===== config.mk =====
export PLATFORM = sky130hd
export DESIGN_NAME = systolic_pe_tile
export DESIGN_NICKNAME = d
export VERILOG_FILES = /design/src/rtl/systolic_pkg.sv /design/src/rtl/systolic_sat_acc.sv /design/src/rtl/systolic_pe_tile.sv
export SDC_FILE = /design/constraint.sdc
export NUM_CORES = 1
export LEC_CHECK = 0
export BUFFER_PORTS_ARGS = -buffer_cell sky130_fd_sc_hd__buf_2
export CORE_ASPECT_RATIO = 2
export CORE_MARGIN = 4
export CORE_UTILIZATION = 35
export CTS_BUF_LIST = sky130_fd_sc_hd__clkbuf_4
export CTS_CLUSTER_SIZE = 10
export DETAILED_ROUTE_END_ITERATION = 8
export HOLD_SLACK_MARGIN = 0.12
export PLACE_DENSITY = 0.66
export SYNTH_ARGS = -nofsm -noshare
export SYNTH_HDL_FRONTEND = slang
export SYNTH_SLANG_ARGS = --single-unit
export TNS_END_PERCENT = 1

===== constraint.sdc =====
create_clock -name clk -period 4.8 [get_ports clk]
set_input_delay 0.24 -clock clk [delete_from_list [all_inputs] [get_ports clk]]
set_output_delay 0.24 -clock clk [all_outputs]
set_load 0.005 [all_outputs]

===== src/rtl/systolic_pkg.sv =====
// Shared types and helpers for the systolic PE tile and its saturating accumulator.
package systolic_pkg;

    typedef enum logic {
        MODE_UNSIGNED = 1'b0,
        MODE_SIGNED   = 1'b1
    } pe_mode_e;

    localparam int ACC_W_DEF = 32;
    localparam int PROD_W    = ACC_W_DEF + 2;

    typedef struct packed {
        logic signed [63:0] lo;
        logic signed [63:0] hi;
    } sat_bounds_t;

    // Representable accumulator range for the given width and operand mode.
    function automatic sat_bounds_t sat_bounds(input int acc_w, input pe_mode_e mode);
        sat_bounds_t b;
        if (mode == MODE_SIGNED) begin
            b.hi = (64'sd1 <<< (acc_w - 1)) - 64'sd1;
            b.lo = -(64'sd1 <<< (acc_w - 1));
        end else begin
            b.lo = 64'sd0;
            b.hi = (64'sd1 <<< acc_w) - 64'sd1;
        end
        return b;
    endfunction

endpackage


===== src/rtl/systolic_sat_acc.sv =====
// Combinational accumulate: acc + prod at ACC_W+2 bits, range check, clamp or wrap.
module systolic_sat_acc
    import systolic_pkg::*;
#(
    parameter int ACC_W    = 32,
    parameter int SATURATE = 1
) (
    input  logic [ACC_W-1:0]        i_acc,
    input  logic signed [ACC_W+1:0] i_prod,
    input  pe_mode_e                i_mode,
    output logic [ACC_W-1:0]        o_result,
    output logic                    o_ovf
);

    localparam int SUM_W = ACC_W + 2;
    localparam sat_bounds_t S_BOUNDS = sat_bounds(ACC_W, MODE_SIGNED);
    localparam sat_bounds_t U_BOUNDS = sat_bounds(ACC_W, MODE_UNSIGNED);

    logic signed [SUM_W-1:0] w_acc_ext;
    logic signed [SUM_W-1:0] w_sum;
    logic signed [SUM_W-1:0] w_lo;
    logic signed [SUM_W-1:0] w_hi;

    always_comb begin
        // NOTE: every output gets a default first so no path can infer a latch.
        o_result = '0;
        o_ovf    = 1'b0;
        if (i_mode == MODE_SIGNED) begin
            w_acc_ext = {{2{i_acc[ACC_W-1]}}, i_acc};
            w_lo      = S_BOUNDS.lo[SUM_W-1:0];
            w_hi      = S_BOUNDS.hi[SUM_W-1:0];
        end else begin
            w_acc_ext = {2'b00, i_acc};
            w_lo      = U_BOUNDS.lo[SUM_W-1:0];
            w_hi      = U_BOUNDS.hi[SUM_W-1:0];
        end
        w_sum    = w_acc_ext + i_prod;
        o_result = w_sum[ACC_W-1:0];
        if (w_sum < w_lo) begin
            o_ovf = 1'b1;
            if (SATURATE != 0) o_result = w_lo[ACC_W-1:0];
        end else if (w_sum > w_hi) begin
            o_ovf = 1'b1;
            if (SATURATE != 0) o_result = w_hi[ACC_W-1:0];
        end
    end

endmodule


===== src/rtl/systolic_pe_tile.sv =====
// Weight/activation MAC PE: operand forwarding, optional product stage,
// saturating accumulator with auto-clear on last beat and a per-column drain chain.
module systolic_pe_tile
    import systolic_pkg::*;
#(
    parameter int DATA_W   = 16,
    parameter int ACC_W    = 32,
    parameter int MUL_PIPE = 1,
    parameter int SATURATE = 1
) (
    input  logic              clk,
    input  logic              rst_n,
    input  logic              en,
    input  logic              clear_acc,
    input  logic              signed_mode,
    input  logic [DATA_W-1:0] a_in,
    input  logic              a_valid_in,
    input  logic              a_last_in,
    input  logic [DATA_W-1:0] b_in,
    input  logic              b_valid_in,
    output logic [DATA_W-1:0] a_out,
    output logic              a_valid_out,
    output logic              a_last_out,
    output logic [DATA_W-1:0] b_out,
    output logic              b_valid_out,
    input  logic [ACC_W-1:0]  drain_in,
    input  logic              drain_valid_in,
    input  logic              drain_shift,
    output logic [ACC_W-1:0]  drain_out,
    output logic              drain_valid_out,
    output logic [ACC_W-1:0]  acc_out,
    output logic              ovf,
    output logic              drain_err
);

    localparam int SUM_W = ACC_W + 2;

    logic signed [DATA_W:0]     w_a_ext;
    logic signed [DATA_W:0]     w_b_ext;
    logic signed [2*DATA_W+1:0] w_mul;
    logic signed [SUM_W-1:0]    w_prod;
    logic                       w_fire;

    logic signed [SUM_W-1:0]    w_s_prod;
    logic                       w_s_fire;
    logic                       w_s_last;
    pe_mode_e                   w_s_mode;

    logic [ACC_W-1:0]           w_sum_sat;
    logic                       w_sum_ovf;
    logic                       w_capture;

    logic [DATA_W-1:0]          r_a;
    logic                       r_a_valid;
    logic                       r_a_last;
    logic [DATA_W-1:0]          r_b;
    logic                       r_b_valid;
    logic [ACC_W-1:0]           r_acc;
    logic                       r_ovf;
    logic [ACC_W-1:0]           r_drain;
    logic                       r_drain_valid;
    logic                       r_drain_err;

    assign w_fire  = en & a_valid_in & b_valid_in;
    assign w_a_ext = signed_mode ? {a_in[DATA_W-1], a_in} : {1'b0, a_in};
    assign w_b_ext = signed_mode ? {b_in[DATA_W-1], b_in} : {1'b0, b_in};
    assign w_mul   = w_a_ext * w_b_ext;
    assign w_prod  = SUM_W'(w_mul);

    generate
        if (MUL_PIPE != 0) begin : g_pipe
            logic signed [SUM_W-1:0] r_p_prod;
            logic                    r_p_fire;
            logic                    r_p_last;
            pe_mode_e                r_p_mode;

            always_ff @(posedge clk or negedge rst_n) begin
                if (!rst_n) begin
                    r_p_prod <= '0;
                    r_p_fire <= 1'b0;
                    r_p_last <= 1'b0;
                    r_p_mode <= MODE_UNSIGNED;
                end else if (en) begin
                    // A clear drops the beat firing alongside it before it lands here.
                    r_p_prod <= w_prod;
                    r_p_fire <= w_fire & ~clear_acc;
                    r_p_last <= a_last_in;
                    r_p_mode <= pe_mode_e'(signed_mode);
                end
            end

            assign w_s_prod = r_p_prod;
            assign w_s_fire = r_p_fire;
            assign w_s_last = r_p_last;
            assign w_s_mode = r_p_mode;
        end else begin : g_comb
            assign w_s_prod = w_prod;
            assign w_s_fire = w_fire & ~clear_acc;
            assign w_s_last = a_last_in;
            assign w_s_mode = pe_mode_e'(signed_mode);
        end
    endgenerate

    systolic_sat_acc #(
        .ACC_W    (ACC_W),
        .SATURATE (SATURATE)
    ) u_sat_acc (
        .i_acc    (r_acc),
        .i_prod   (w_s_prod),
        .i_mode   (w_s_mode),
        .o_result (w_sum_sat),
        .o_ovf    (w_sum_ovf)
    );

    assign w_capture = w_s_fire & w_s_last & ~clear_acc;

    always_ff @(posedge clk or negedge rst_n) begin
        if (!rst_n) begin
            r_a       <= '0;
            r_a_valid <= 1'b0;
            r_a_last  <= 1'b0;
            r_b       <= '0;
            r_b_valid <= 1'b0;
        end else if (en) begin
            // NOTE: sequential state uses non-blocking assignment so all flops update together.
            r_a       <= a_in;
            r_a_valid <= a_valid_in;
            r_a_last  <= a_last_in;
            r_b       <= b_in;
            r_b_valid <= b_valid_in;
        end
    end

    always_ff @(posedge clk or negedge rst_n) begin
        if (!rst_n) begin
            r_acc         <= '0;
            r_ovf         <= 1'b0;
            r_drain       <= '0;
            r_drain_valid <= 1'b0;
            r_drain_err   <= 1'b0;
        end else if (en) begin
            if (clear_acc) begin
                r_acc <= '0;
                r_ovf <= 1'b0;
            end else if (w_s_fire) begin
                r_acc <= w_s_last ? '0 : w_sum_sat;
                if (w_sum_ovf) r_ovf <= 1'b1;
            end

            // Capture beats a shift; whichever result it displaces is flagged.
            if (w_capture) begin
                r_drain       <= w_sum_sat;
                r_drain_valid <= 1'b1;
                if ((drain_shift && drain_valid_in) || (!drain_shift && r_drain_valid))
                    r_drain_err <= 1'b1;
            end else if (drain_shift) begin
                r_drain       <= drain_in;
                r_drain_valid <= drain_valid_in;
            end
        end
    end

    assign a_out           = r_a;
    assign a_valid_out     = r_a_valid;
    assign a_last_out      = r_a_last;
    assign b_out           = r_b;
    assign b_valid_out     = r_b_valid;
    assign acc_out         = r_acc;
    assign ovf             = r_ovf;
    assign drain_out       = r_drain;
    assign drain_valid_out = r_drain_valid;
    assign drain_err       = r_drain_err;

endmodule


==> impl_metrics.toml <==
[status]
status = "complete, but fails checks"
violations = "negative setup slack"

[setup_path]
path_class = "in -> reg"
crit_start = "a_in[6]"
critPathMaxFanout = 9
start_kind = "primary input"
cp_slowest_cell = "fa_1"
reg2reg_slack_ps = -530
ff2ff_path_depth = 26
reg2reg_to = "drain_out[0]"
crit_path_end_kind = "flip-flop"
max_stage_delay_ps = 580
crit_cells = 23
path_cells = "buf_2, buf_4, and2_1, fa_1, fa_1, fa_1, fa_1, fa_1, inv_1, fa_1, inv_2, ha_4, a21o_1, a21oi_2, o21bai_1, a21o_1, a21o_1, a221o_1, a221o_1, a211o_1, a21oi_2, or4_1, nand3_1"
required_ps = 5310
critPathTopFamily = "adder cells"
path_common_cell = "fa_1"
cp-endpoint = "g_pipe.r_p_prod[31]"
worst_ep_arrival_time_ps = 6110
crit_buf_inv = 4
r2r-start = "acc_out[14]"

[route]
wl_per_cell_um = 18.4
wl_met1_um = 20700
wl_met3_um = 2120
dr.pass1.iters = 6
routed-via-count = 16500
wl_um = 60100
drc = 0
viasPerCell = 5.07
met2WireLength_um = 34100
drt-initial-drc-count = 709
antenna_left = 0
top_layer_used = "met4"

[global_routing]
antenna_found_initial = 1
grt_max_degree = 80
grt_pass1_vias = 18500
grt_pass1_wl_um = 96500
grt_overflow = 0
grtUsageTotal = 0.208

[clocking]
path_clk_slew_ps = 130
cts_sinks = 138
cts_tree = "built"
ctsLongestPathBuffers = 2
h-tree-depth = 4
clk_latency_ps = 640
cts_made_buffers = 17
cts-root-buf = "clkbuf_4"

[timing]
rsz0062_at_grt = "yes"
slew_violations = 0
period_needed_ps = 5590
relSlewSlack = 0.272
period_share = 1.17
worst_slew_pin_slew_ps = 1090
hold_ws_ps = 188
fin_skew_ps = 39.1
fmax_ghz = 0.179
tns_ps = -32380
setup_ws_ps = -793
finalSetupViolCount = 83
hold_viol_final = 0

[layout]
fin_area_um2 = 24500
final_cells = 3265
syn2layout_area_growth_pct = 29.3
utilization = 0.458
drive_gt1_frac = 0.275
nets = 3073

[logic_synthesis]
synth_top_area_cell = "fa_1"
synth.avg_cell_area_um2 = 9.23
yosys-top-cells-count = "inv_1, fa_1, nand2_1, dfrtp_1, and2_1"
synth_area_leaders = "fa_1, dfrtp_1, ha_1"
syn-num-nets = 2549
ys_ff_latch = 138
synth_area_um2 = 19000
yosys_warnings = 0
synth_top_area_frac = 0.313
ys_seq_area_frac = 0.182
ys_async_sr_fraction = 1.00
synthFlopType = "dfrtp_1"
synth_edf_count = 0
synth.most_common_cell = "inv_1"
synthCells = 2056
synth.distinct_cells = 76

[placed_design]
gp_congestion = 0.968
place_inst = 3163
dp_slack_ps = -1670
portBuffers = 175
post_dp_cell_area_um2 = 23100
place_hpwl_um = 50900

[die]
rows = 120
die_x_um = 173
num_io_pins = 176
core-area_um2 = 53600
die_y_um = 337
initial_core_util = 0.354
dieArea_um2 = 58200

[pwr]
power_leakage_nw = 12.5
design_power_total_mw = 21.7
vdd_drop_max_mv = 0.843
pwr_density_cell_nw_per_um2 = 883

[flow_run]
drv_cap = 0

[worst_hold_path]
hold_class = "in -> reg"
min_delay_path_depth = 3
power breakdown:
| group | internal (mW) | switching (mW) | total [mW] |
|---|---|---|---|
| registers | 1.49 | 0.198 | 1.69 |
| clock network | 0.422 | 0.501 | 0.923 |
| logic | 9.40 | 9.65 | 19.0 |
layer usage:
metal  vias to the layer above  global-route usage
met5                         -                   0
met4                         0               0.110
met3                       162              0.0257
met2                       444               0.416
met1                      8225               0.208
li1                       7715                   -
state kept, by name (all words and copies together), names as in the netlist:
| signal | cells |
|---|---|
| b_out | 16 |
| drain_err | 1 |
| b_valid_out | 1 |
| a_last_out | 1 |
| acc_out | 32 |
| a_out | 16 |
| drain_valid_out | 1 |
| g_pipe.r_p_prod | 34 |
| a_valid_out | 1 |
| drain_out | 32 |
| g_pipe.r_p_fire | 1 |
| ovf | 1 |
| g_pipe.r_p_mode | 1 |
worst register-to-register path, cell delays in order (launching register included):
cell and delay, ps:
dfrtp_1 440, ha_1 320, and3_1 200, a31o_2 240
or2_2 310, o211ai_4 290, o21ai_2 100, a31oi_2 230
o21bai_1 90, a21o_1 180, xnor2_2 190, inv_1 100
ha_4 310, nand3_2 80, nor2_1 100, o2111ai_1 130
nor4_2 190, nand4b_1 180, nor4_2 180, buf_4 160
nand4_1 100, a2111o_1 330, and2_4 170, buf_12 160
o21ai_0 160, buf_4 170, a31oi_1 80
how the worst min path moves through the flow:
stage	slack, ps	end	startpoint
3_5_place_dp	110	a_out[15]	rst_n
6_report	190	b_out[1]	b_in[1]
4_1_cts	120	b_out[1]	b_in[1]
2_1_floorplan	-60	a_last_out	rst_n
3_3_place_gp	110	a_out[15]	rst_n
5_1_grt	170	b_out[1]	b_in[1]
cell families after synthesis:
group / share of synthesized area
compound gates: 0.125
xor+xnor: 0.0226
fa+ha+maj: 0.394
buf+inv: 0.0856
flops: 0.182
mux: 0.0331
simple gates: 0.158
layout by cell type (no fill, tap or decap), types with 37 or more instances in the layout:
cell | synthesis | routed
xnor2_1 | 40 | 38
and2_1 | 134 | 129
a21oi_1 | 73 | 69
buf_4 | 3 | 343
nand2_1 | 258 | 252
a21o_1 | 37 | 37
dlygate4sd3_1 | 0 | 65
fa_1 | 297 | 290
dfrtp_1 | 138 | 138
ha_1 | 122 | 116
buf_2 | 12 | 164
a31oi_1 | 39 | 39
inv_1 | 328 | 324
mux2_2 | 54 | 54
nor2_1 | 89 | 87
timing repair:
action	4_1_cts	5_1_grt
setup buffers	2	2
endpoints found under the setup margin	83	86
gates resized for setup	106	48
hold buffers	65	0
hold endpoints to repair	202	0
pin swaps	47	25
cell type report:
| type | instances | area (µm²) |
|---|---|---|
| Fill cell | 5061 | 29100 |
| Multi-Input combinational cell | 1497 | 14300 |
| Tap cell | 671 | 840 |
| Clock inverter | 14 | 195 |
| Timing Repair Buffer | 598 | 4400 |
| Antenna cell | 1 | 2.50 |
| Inverter | 328 | 1230 |
| Sequential cell | 138 | 3450 |
| Clock buffer | 18 | 135 |
No activity file was read; power rests on OpenSTA's default activity.
